--- config.mk ---
export PLATFORM = sky130hd
export DESIGN_NAME = display_scan_ctrl
export DESIGN_NICKNAME = d
export VERILOG_FILES = /design/src/rtl/display_scan_ctrl.sv
export SDC_FILE = /design/constraint.sdc
export NUM_CORES = 1
export LEC_CHECK = 0
export BUFFER_PORTS_ARGS = -buffer_cell sky130_fd_sc_hd__clkbuf_2
export CAP_MARGIN = 10
export CORE_MARGIN = 2
export CORE_UTILIZATION = 44
export CTS_BUF_LIST = sky130_fd_sc_hd__clkbuf_2
export CTS_CLUSTER_SIZE = 20
export DETAILED_ROUTE_END_ITERATION = 7
export GPL_TIMING_DRIVEN = 0
export HOLD_SLACK_MARGIN = 0.02
export SYNTH_ARGS = -nofsm -noshare
export SYNTH_HDL_FRONTEND = slang
export SYNTH_SLANG_ARGS = --single-unit
export TNS_END_PERCENT = 1
--- constraint.sdc ---
create_clock -name clk -period 3.7 [get_ports clk]
set_input_delay 0.37 -clock clk [delete_from_list [all_inputs] [get_ports clk]]
set_output_delay 0.37 -clock clk [all_outputs]
set_load 0.02 [all_outputs]
--- src/rtl/display_scan_ctrl.sv ---
// display_scan_ctrl
// Time-multiplexed scan controller for a 4-digit common-anode display.
// Each digit gets a slot of CLK_DIV cycles. The first BLANK_CYC cycles of a
// slot keep all anodes off while the downstream registered digit mux settles
// on the new sel value. The remaining cycles drive the anode for that digit.
// Leading-zero suppression only masks the anode. It never changes the timing.
//
// Ports:
//   clk          rising-edge clock
//   rst          asynchronous active-high reset
//   en           scan enable (0 = dark and idle)
//   blank_lz     1 = suppress leading zeros
//   zero_flags   bit i set when digit i is zero (bit 0 = ones)
//   sel          digit select to the digit mux (00 = ones)
//   an           anode enables, active-low, bit i = digit i
//   digit_strobe one-cycle pulse at the start of every slot
module display_scan_ctrl #(
    parameter int CLK_DIV   = 50000,
    parameter int BLANK_CYC = 4
) (
    input  logic       clk,
    input  logic       rst,
    input  logic       en,
    input  logic       blank_lz,
    input  logic [3:0] zero_flags,
    output logic [1:0] sel,
    output logic [3:0] an,
    output logic       digit_strobe
);

    localparam int CW = (CLK_DIV > 1) ? $clog2(CLK_DIV) : 1;
    localparam logic [CW-1:0] CNT_LAST   = CW'(CLK_DIV - 1);
    localparam logic [CW-1:0] BLANK_LAST = CW'(BLANK_CYC - 1);

    typedef enum logic [1:0] {IDLE, BLANK, ON} state_t;

    state_t        state;
    logic [CW-1:0] cnt;

    // Anode pattern for digit s. Digit s is a leading zero when it and every
    // more significant digit are zero. The ones digit always shows.
    function automatic logic [3:0] an_for(input logic [1:0] s, input logic lz,
                                          input logic [3:0] zf);
        logic [3:0] upper;
        logic       supp;
        upper  = 4'b1111 << s;
        supp   = lz && (s != 2'd0) && ((zf & upper) == upper);
        an_for = supp ? 4'b1111 : ~(4'b0001 << s);
    endfunction

    always_ff @(posedge clk or posedge rst) begin
        if (rst) begin
            state        <= IDLE;
            cnt          <= '0;
            sel          <= 2'd0;
            an           <= 4'b1111;
            digit_strobe <= 1'b0;
        end else begin
            digit_strobe <= 1'b0;
            case (state)
                IDLE: begin
                    an  <= 4'b1111;
                    cnt <= '0;
                    sel <= 2'd0;
                    if (en) begin
                        state        <= BLANK;
                        digit_strobe <= 1'b1;
                    end
                end
                BLANK: begin
                    if (!en) begin
                        state <= IDLE;
                        an    <= 4'b1111;
                        sel   <= 2'd0;
                        cnt   <= '0;
                    end else begin
                        cnt <= cnt + 1'b1;
                        if (cnt == BLANK_LAST) begin
                            state <= ON;
                            an    <= an_for(sel, blank_lz, zero_flags);
                        end else begin
                            an <= 4'b1111;
                        end
                    end
                end
                ON: begin
                    if (!en) begin
                        state <= IDLE;
                        an    <= 4'b1111;
                        sel   <= 2'd0;
                        cnt   <= '0;
                    end else if (cnt == CNT_LAST) begin
                        // Slot end: advance digit and go dark before the mux
                        // output changes.
                        state        <= BLANK;
                        cnt          <= '0;
                        sel          <= sel + 2'd1;
                        an           <= 4'b1111;
                        digit_strobe <= 1'b1;
                    end else begin
                        cnt <= cnt + 1'b1;
                        an  <= an_for(sel, blank_lz, zero_flags);
                    end
                end
                default: begin
                    state <= IDLE;
                    an    <= 4'b1111;
                    sel   <= 2'd0;
                    cnt   <= '0;
                end
            endcase
        end
    end

endmodule
==> flow_summary_export.csv, run 1 <==
group,metric,value,unit
outcome,status,"finished clean",
final_layout,seqCellArea,631,sq um
min_path,hold_path_class,"in -> async",
yosys,syn_area,0.00146,sq mm
floorplan,floorplan.initialDensity,0.469,
yosys,synth_cells,154,
routing,drc,0,
floorplan,die_x,61.5,microns
routing,firstDrtPassIters,4,
timing,setup_viol,0,
placed_design,dp.cells,211,
yosys,ys.warnings.count,0,
timing,fin_skew,0.0306,ns
clock_tree,cts_setup_buffers,0,
grt,grt_pass1_vias,1022,
final_layout,nFillCells,309,
routing,route.met2.wl,1250,microns
final_layout,layout-drive-gt1-share,0.199,
yosys,syn_nets,171,
clock_tree,cts.sinks,25,
final_layout,multi_input_area,757,sq um
worst_setup_path,crit_type,"reg -> reg",
timing,min_period_over_period,0.537,
final_layout,synthToLayoutAreaGrowth,9.80,%
clock_tree,cts_tree,"yes",
timing,max-slew-margin-rel,0.375,
yosys,avgSynthCellArea,9.45,sq um
clock_tree,clockRootBuffer,"clkbuf_2",
timing,clock.fmax,503,MHz
routing,wl_met1,1340,microns
floorplan,die_y,61.5,microns
timing,final_hold_viol_count,0,
clock_tree,clk_pin_slew,0.27,ns
yosys,ys_seq_elements,25,
floorplan,rows,20,
clock_tree,cts_buffers,3,
routing,drt-total-wl,2700,microns
pwr,max-vdd-ir-drop,0.000167,V
worst_setup_path,r2r_slack,1.71,ns
worst_setup_path,reg2reg_to,"cnt[11]$_DFF_PP0_",
worst_setup_path,r2r_cells,8,
job,cap_viol_max_count,0,
worst_setup_path,critPathLaunchType,"flop",
yosys,yosysSeqAreaShare,0.433,
grt,grt-ovfl-total,0,
routing,drt_iter0_drc,28,
floorplan,coreArea,0.00310,sq mm
routing,route.vias.total,1103,
final_layout,final_cell_count_no_fill,215,
clock_tree,clk_latency,0.38,ns
worst_setup_path,timing.rr.start,"state[0]$_DFFE_PP0P_",
worst_setup_path,cp-end-kind,"flop",
routing,top_layer_used,"met4",
pwr,powerDensity,411,mW/mm^2
timing,tightest_slew,0.937,ns
clock_tree,cts_buffer_depth,2,
floorplan,ios,15,
timing,maxSlewViolCount,0,
routing,post_drt_wl_per_cell,12.6,microns
routing,wl_met3,67,microns
worst_setup_path,cp_max_fo,10,
grt,antenna_found_initial,0,
final_layout,nets,189,
grt,grt_pass1_wl,4480,microns
grt,track_usage,0.163,
clock_tree,cts.htree.levels,1,
routing,via_per_inst,5.13,
timing,rsz0062_at_grt,"false",
timing,fin_setup_tns,0,ns
timing,final.min_clock_period,1.99,ns
worst_setup_path,required,4.01,ns
worst_setup_path,critPathLaunch,"state[0]$_DFFE_PP0P_",
yosys,synth_cell_types,37,
pwr,leakage,0.686,nW
routing,drtAntennaViolNets,0,
clock_tree,cts_hold_buf,0,
clock_tree,cts.repair.resized,0,
final_layout,antenna_cells,0,
placed_design,place.gp.congestion,0.780,
placed_design,port_buffers,13,
floorplan,design.die.area,0.00378,sq mm
grt,grt_max_degree,26,
worst_setup_path,cp.arrival,2.30,ns
placed_design,place.detailed.hpwl,2000,microns
## cell usage in the layout (no fill, tap or decap), types with 2 or more instances in the layout
cell type	n
o21ai_0	6
o22ai_1	2
inv_1	11
ha_1	9
nand2_1	16
nor2_1	26
a21oi_1	3
xnor2_1	7
nand3_1	7
clkbuf_2	16
clkbuf_1	2
dfstp_2	4
nand4_1	5
nor4_1	2
dfrtp_1	21
xor2_1	7
a221o_1	3
and2_1	2
a21oi_2	2
## power breakdown
group	switching (mW)	internal [mW]	total [mW]	leakage, nW
combinational	0.135	0.0815	0.217	0.342
clock	0.0891	0.0251	0.114	0.0126
sequential	0.0153	0.311	0.326	0.332
## per-layer routing
| metal | global-route usage | vias up |
|---|---|---|
| met5 | 0 | - |
| li1 | - | 558 |
| met1 | 0.213 | 528 |
| met3 | 0.0378 | 5 |
| met2 | 0.262 | 12 |
| met4 | 0.0638 | 0 |
## cell type report
type / count / share of cell area
multi-input combinational: 114 / 0.474
buffer: 4 / 0.0164
clock buffer: 3 / 0.00940
tap: 44 / 0.0345
timing repair buffer: 13 / 0.0407
sequential: 25 / 0.395
inverter: 11 / 0.0258
clock inverter: 1 / 0.00470
## how the worst max path moves through the flow
stage | end | slack, ns | cells after the start
floorplan | state[0]$_DFFE_PP0P_ | 2.08 | 6
detailed placement | cnt[13]$_DFF_PP0_ | 1.79 | 8
global route | cnt[11]$_DFF_PP0_ | 1.51 | 8
global placement | cnt[12]$_DFF_PP0_ | 1.84 | 8
finish | cnt[11]$_DFF_PP0_ | 1.71 | 8
CTS | cnt[13]$_DFF_PP0_ | 1.73 | 8
## worst max-delay path: stages, from the launching register on
cell and delay (ns):
dfrtp_1 0.48, inv_1 0.12, ha_1 0.15, clkbuf_1 0.32, nand2_1 0.17, a21oi_2 0.28
o21ai_4 0.14, buf_6 0.16, nor2_1 0.11
## kinds of logic (layout without fill, tap and decap cells)
| group | after synthesis | after routing | share of synthesized area |
|---|---|---|---|
| flops | 25 | 25 | 0.433 |
| fa+ha+maj | 9 | 9 | 0.0774 |
| compound gates | 23 | 23 | 0.118 |
| simple gates | 68 | 68 | 0.241 |
| buf+inv | 15 | 32 | 0.0464 |
| xor+xnor | 14 | 14 | 0.0843 |
## cells in the mapped netlist, drive strengths merged
cell     number  area share
nor2         26       0.067
dfrtp        21        0.36
nand2        16       0.041
inv          11       0.028
ha            9       0.077
nand3         8       0.031
o21ai         7       0.032
xnor2         7       0.042
xor2          7       0.042
a21oi         5       0.022
nand4         5       0.021
dfstp         4       0.072
a221o         3       0.021
nor3          3       0.021
nor4          3       0.017
and2          2      0.0086
buf           2       0.013
clkbuf        2      0.0052
o22ai         2      0.0086
a21bo         1      0.0069
a21boi        1      0.0052
and4          1      0.0069
nand2b        1      0.0095
nor2b         1      0.0043
nor4b         1      0.0060
o2111ai       1      0.0060
o21bai        1      0.0052
o31ai         1      0.0052
o32ai         1      0.0060
or2           1      0.0060
## sequential cells by signal, indices dropped and copies added (netlist names)
register,flops
cnt,16
digit_strobe,1
sel,2
an,4
state,2
## metrics by stage
stage               cell area, sq um  hold WS [ns]  total power, mW   util  worst slack, ns
detailed placement              1580         0.477            0.547  0.508             1.79
CTS                             1600         0.146            0.663  0.515             1.73
global placement                1580         0.474            0.545  0.508             1.84
finish                          1600         0.118            0.657  0.515             1.71
floorplan                       1460         0.394            0.496      -             2.08
global route                    1600         0.181            0.706  0.515             1.51
(Power assumes the default switching activity.)
==> run 2, diff against run 1 <==
Settings changed: ABC_AREA from default to 1.
Clock period 3.7 ns to 1.76 ns, I/O delays scaled along.
==> flow_summary_export.csv, run 2 <==
group,metric,value,unit
outcome,status,"finished clean",
floorplan,die_x,63.0,microns
timing,rsz0062_at_grt,"false",
min_path,min-delay-start,"en",
floorplan,floorplan.initialDensity,0.460,
timing,clock.fmax,629,MHz
routing,firstDrtPassIters,4,
pwr,seqPwrFrac,0.468,
pwr,powerDensity,914,mW/mm^2
grt,track_usage,0.167,
yosys,syn_area,0.00153,sq mm
min_path,hold_path_class,"in -> reg",
clock_tree,cts_tree,"yes",
yosys,ys_top_cells_by_count,"nand2_1 (45), nor2_1 (39), inv_1 (28), dfrtp_1 (21), nand3_1 (21)",
floorplan,ios,15,
worst_setup_path,cp_slowest_stage_delay,0.44,ns
routing,route.vias.total,1245,
grt,grt_max_degree,26,
clock_tree,clk_latency,0.35,ns
timing,max-slew-margin-rel,0.370,
yosys,syn_nets,218,
yosys,avgSynthCellArea,7.63,sq um
job,cap_viol_max_count,0,
yosys,synth-main-ff-cell,"dfrtp_1",
routing,drt-total-wl,3020,microns
clock_tree,cts_buffers,3,
worst_setup_path,r2r_cells,9,
final_layout,final_common_cell,"nand2_1",
grt,grt_pass1_vias,1208,
floorplan,coreArea,0.00334,sq mm
worst_setup_path,critPathTopFamily,"simple AND/OR/NAND/NOR gates",
pwr,max-vdd-ir-drop,0.000546,V
worst_setup_path,cp-end-kind,"flop",
clock_tree,clockRootBuffer,"clkbuf_2",
final_layout,nets,238,
min_path,min_to,"digit_strobe$_DFF_PP0_",
final_layout,largest-register,"cnt",
worst_setup_path,cpMaxStageDelayCell,"dfrtp_1",
yosys,yosysSeqAreaShare,0.411,
yosys,async_flop_share,1.00,
pwr,power,1.56,mW
placed_design,place.detailed.hpwl,2270,microns
timing,setup_viol,0,
floorplan,rows,21,
worst_setup_path,cp.arrival,1.87,ns
pwr,p_int,961,uW
worst_setup_path,path_common_cell,"nand2_4",
worst_setup_path,critPathLaunchType,"flop",
timing,fin_setup_tns,0,ns
final_layout,antenna_cells,0,
pwr,p_clk_frac,0.153,
final_layout,reg.largest.list,"cnt x16, an x4",
final_layout,largest_reg_flops,16,
yosys,synth_cell_types,22,
timing,min_period_over_period,0.903,
final_layout,synthToLayoutAreaGrowth,11.1,%
pwr,switching_share,0.383,
clock_tree,clk_pin_slew,0.24,ns
timing,final_hold_viol_count,0,
worst_setup_path,critical_path_buf_inv_count,1,
final_layout,final_cell_mix,"nand2_1 (45), nor2_1 (39), inv_1 (28)",
floorplan,design.die.area,0.00397,sq mm
worst_setup_path,r2r_slack,0.17,ns
floorplan,die_y,63.0,microns
timing,fin_skew,0.00244,ns
worst_setup_path,required,2.04,ns
pwr,p_switching,597,uW
routing,drtAntennaViolNets,0,
worst_setup_path,reg2reg_to,"cnt[2]$_DFF_PP0_",
clock_tree,cts.sinks,25,
yosys,synth_area_leaders,"dfrtp_1 (34%), nand2_1 (11%), nor2_1 (9.5%), ha_1 (7.3%), dfstp_2 (6.9%)",
worst_setup_path,crit_type,"reg -> reg",
yosys,yosys.area.top_type,"dfrtp_1",
placed_design,place.gp.congestion,0.784,
final_layout,layout-drive-gt1-share,0.150,
worst_setup_path,worstPathCellList,"ha_2 > nand3_2 > nor2_1 > nand2_2 > nand2_4 > nand2_4 > nand2_4 > buf_8 > nor2_1",
worst_setup_path,timing.rr.start,"cnt[0]$_DFF_PP0_",
routing,post_drt_wl_per_cell,11.4,microns
timing,tightest_slew,0.944,ns
placed_design,port_buffers,13,
placed_design,pre_cts_slack,0.111,ns
yosys,netlist.area_leader.share,0.343,
routing,via_per_inst,4.68,
grt,grt_pass1_wl,5260,microns
pwr,pwr-share-comb,0.379,
clock_tree,cts_buffer_depth,2,
timing,whs,0.104,ns
timing,maxSlewViolCount,0,
yosys,synth_edf_count,0,
yosys,synth_cells,201,
min_path,hold_depth,3,
grt,grt-ovfl-total,0,
routing,drc,0,
clock_tree,cts.htree.levels,1,
routing,drt_iter0_drc,49,
yosys,ys.warnings.count,0,
worst_setup_path,cp_max_fo,10,
pwr,leakage,0.808,nW
timing,layout_setup_ws,0.170,ns
timing,final.min_clock_period,1.59,ns
final_layout,final_util,0.511,
grt,antenna_found_initial,0,
yosys,ys_seq_elements,25,
yosys,yosysMostFrequentCell,"nand2_1",
==> run 2: cell count changes in the layout (fill, tap and decap cells not counted), sizes merged, moves of 2 or more <==
cell and delta:
a21oi -4, nor4 -3, and2 -2, inv +17, xnor2 -5, nand3 +13, nand2 +33, a221o -3
nor2 +14
==> run 2: worst register-to-register path, cell delays in order (launching register included) <==
cell and delay [ns]:
dfrtp_1 0.44, ha_2 0.22, nand3_2 0.11, nor2_1 0.13, nand2_2 0.14, nand2_4 0.12
nand2_4 0.07, nand2_4 0.10, buf_8 0.14, nor2_1 0.05
==> run 2: power groups by stage <==
stage	Clock, mW	Combinational (mW)	Sequential [mW]
floorplan	0	0.366	0.801
global placement	0	0.572	0.737
detailed placement	0	0.582	0.741
CTS	0.240	0.585	0.730
global route	0.272	0.663	0.740
finish	0.238	0.590	0.729
==> run 2: layer usage <==
layer	up-vias	wire, microns	GRT usage
li1	662	-	-
met4	0	17	0.0528
met1	566	1520	0.227
met5	-	0	0
met3	2	72	0.0234
met2	15	1410	0.274
==> run 2: layout make-up <==
cell class | instances | area (sq um)
Sequential cell | 25 | 631
Buffer | 2 | 28.8
Inverter | 28 | 105
Clock buffer | 4 | 20.0
Timing Repair Buffer | 15 | 82.6
Fill cell | 352 | 1630
Multi-Input combinational cell | 146 | 779
Tap cell | 46 | 57.6
==> run 2: worst max path at each step <==
stage	slack [ns]	to	start	depth (start not counted)
detailed placement	0.11	cnt[2]$_DFF_PP0_	cnt[0]$_DFF_PP0_	9
global route	0.009	cnt[4]$_DFF_PP0_	state[0]$_DFFE_PP0P_	9
global placement	0.13	cnt[8]$_DFF_PP0_	cnt[0]$_DFF_PP0_	9
floorplan	0.27	an[1]$_DFF_PP1_	sel[0]$_DFFE_PP0P_	8
finish	0.17	cnt[2]$_DFF_PP0_	cnt[0]$_DFF_PP0_	9
CTS	0.07	cnt[4]$_DFF_PP0_	state[0]$_DFFE_PP0P_	9
==> run 2: kinds of logic after synthesis <==
group | Yosys count | synth area share
AOI/OAI and AO/OA | 9 | 0.0318
xor gates and xnor gates | 10 | 0.0571
adders and majority gates | 9 | 0.0734
buffers and inverters | 30 | 0.0873
DFF | 25 | 0.411
and+or+nand+nor | 118 | 0.339
==> run 2: stage by stage <==
stage / area [sq um] / std cells
global route: 1700 / 266
floorplan: 1530 / 201
global placement: 1660 / 260
detailed placement: 1660 / 260
finish: 1700 / 266
CTS: 1690 / 265
==> run 2: what timing repair did <==
item                       4_1_cts  5_1_grt
gates resized for setup          0        3
hold buffers                     1        0
setup endpoints to repair        0       12
hold endpoints to repair        21        0
buffers inserted                 0        1
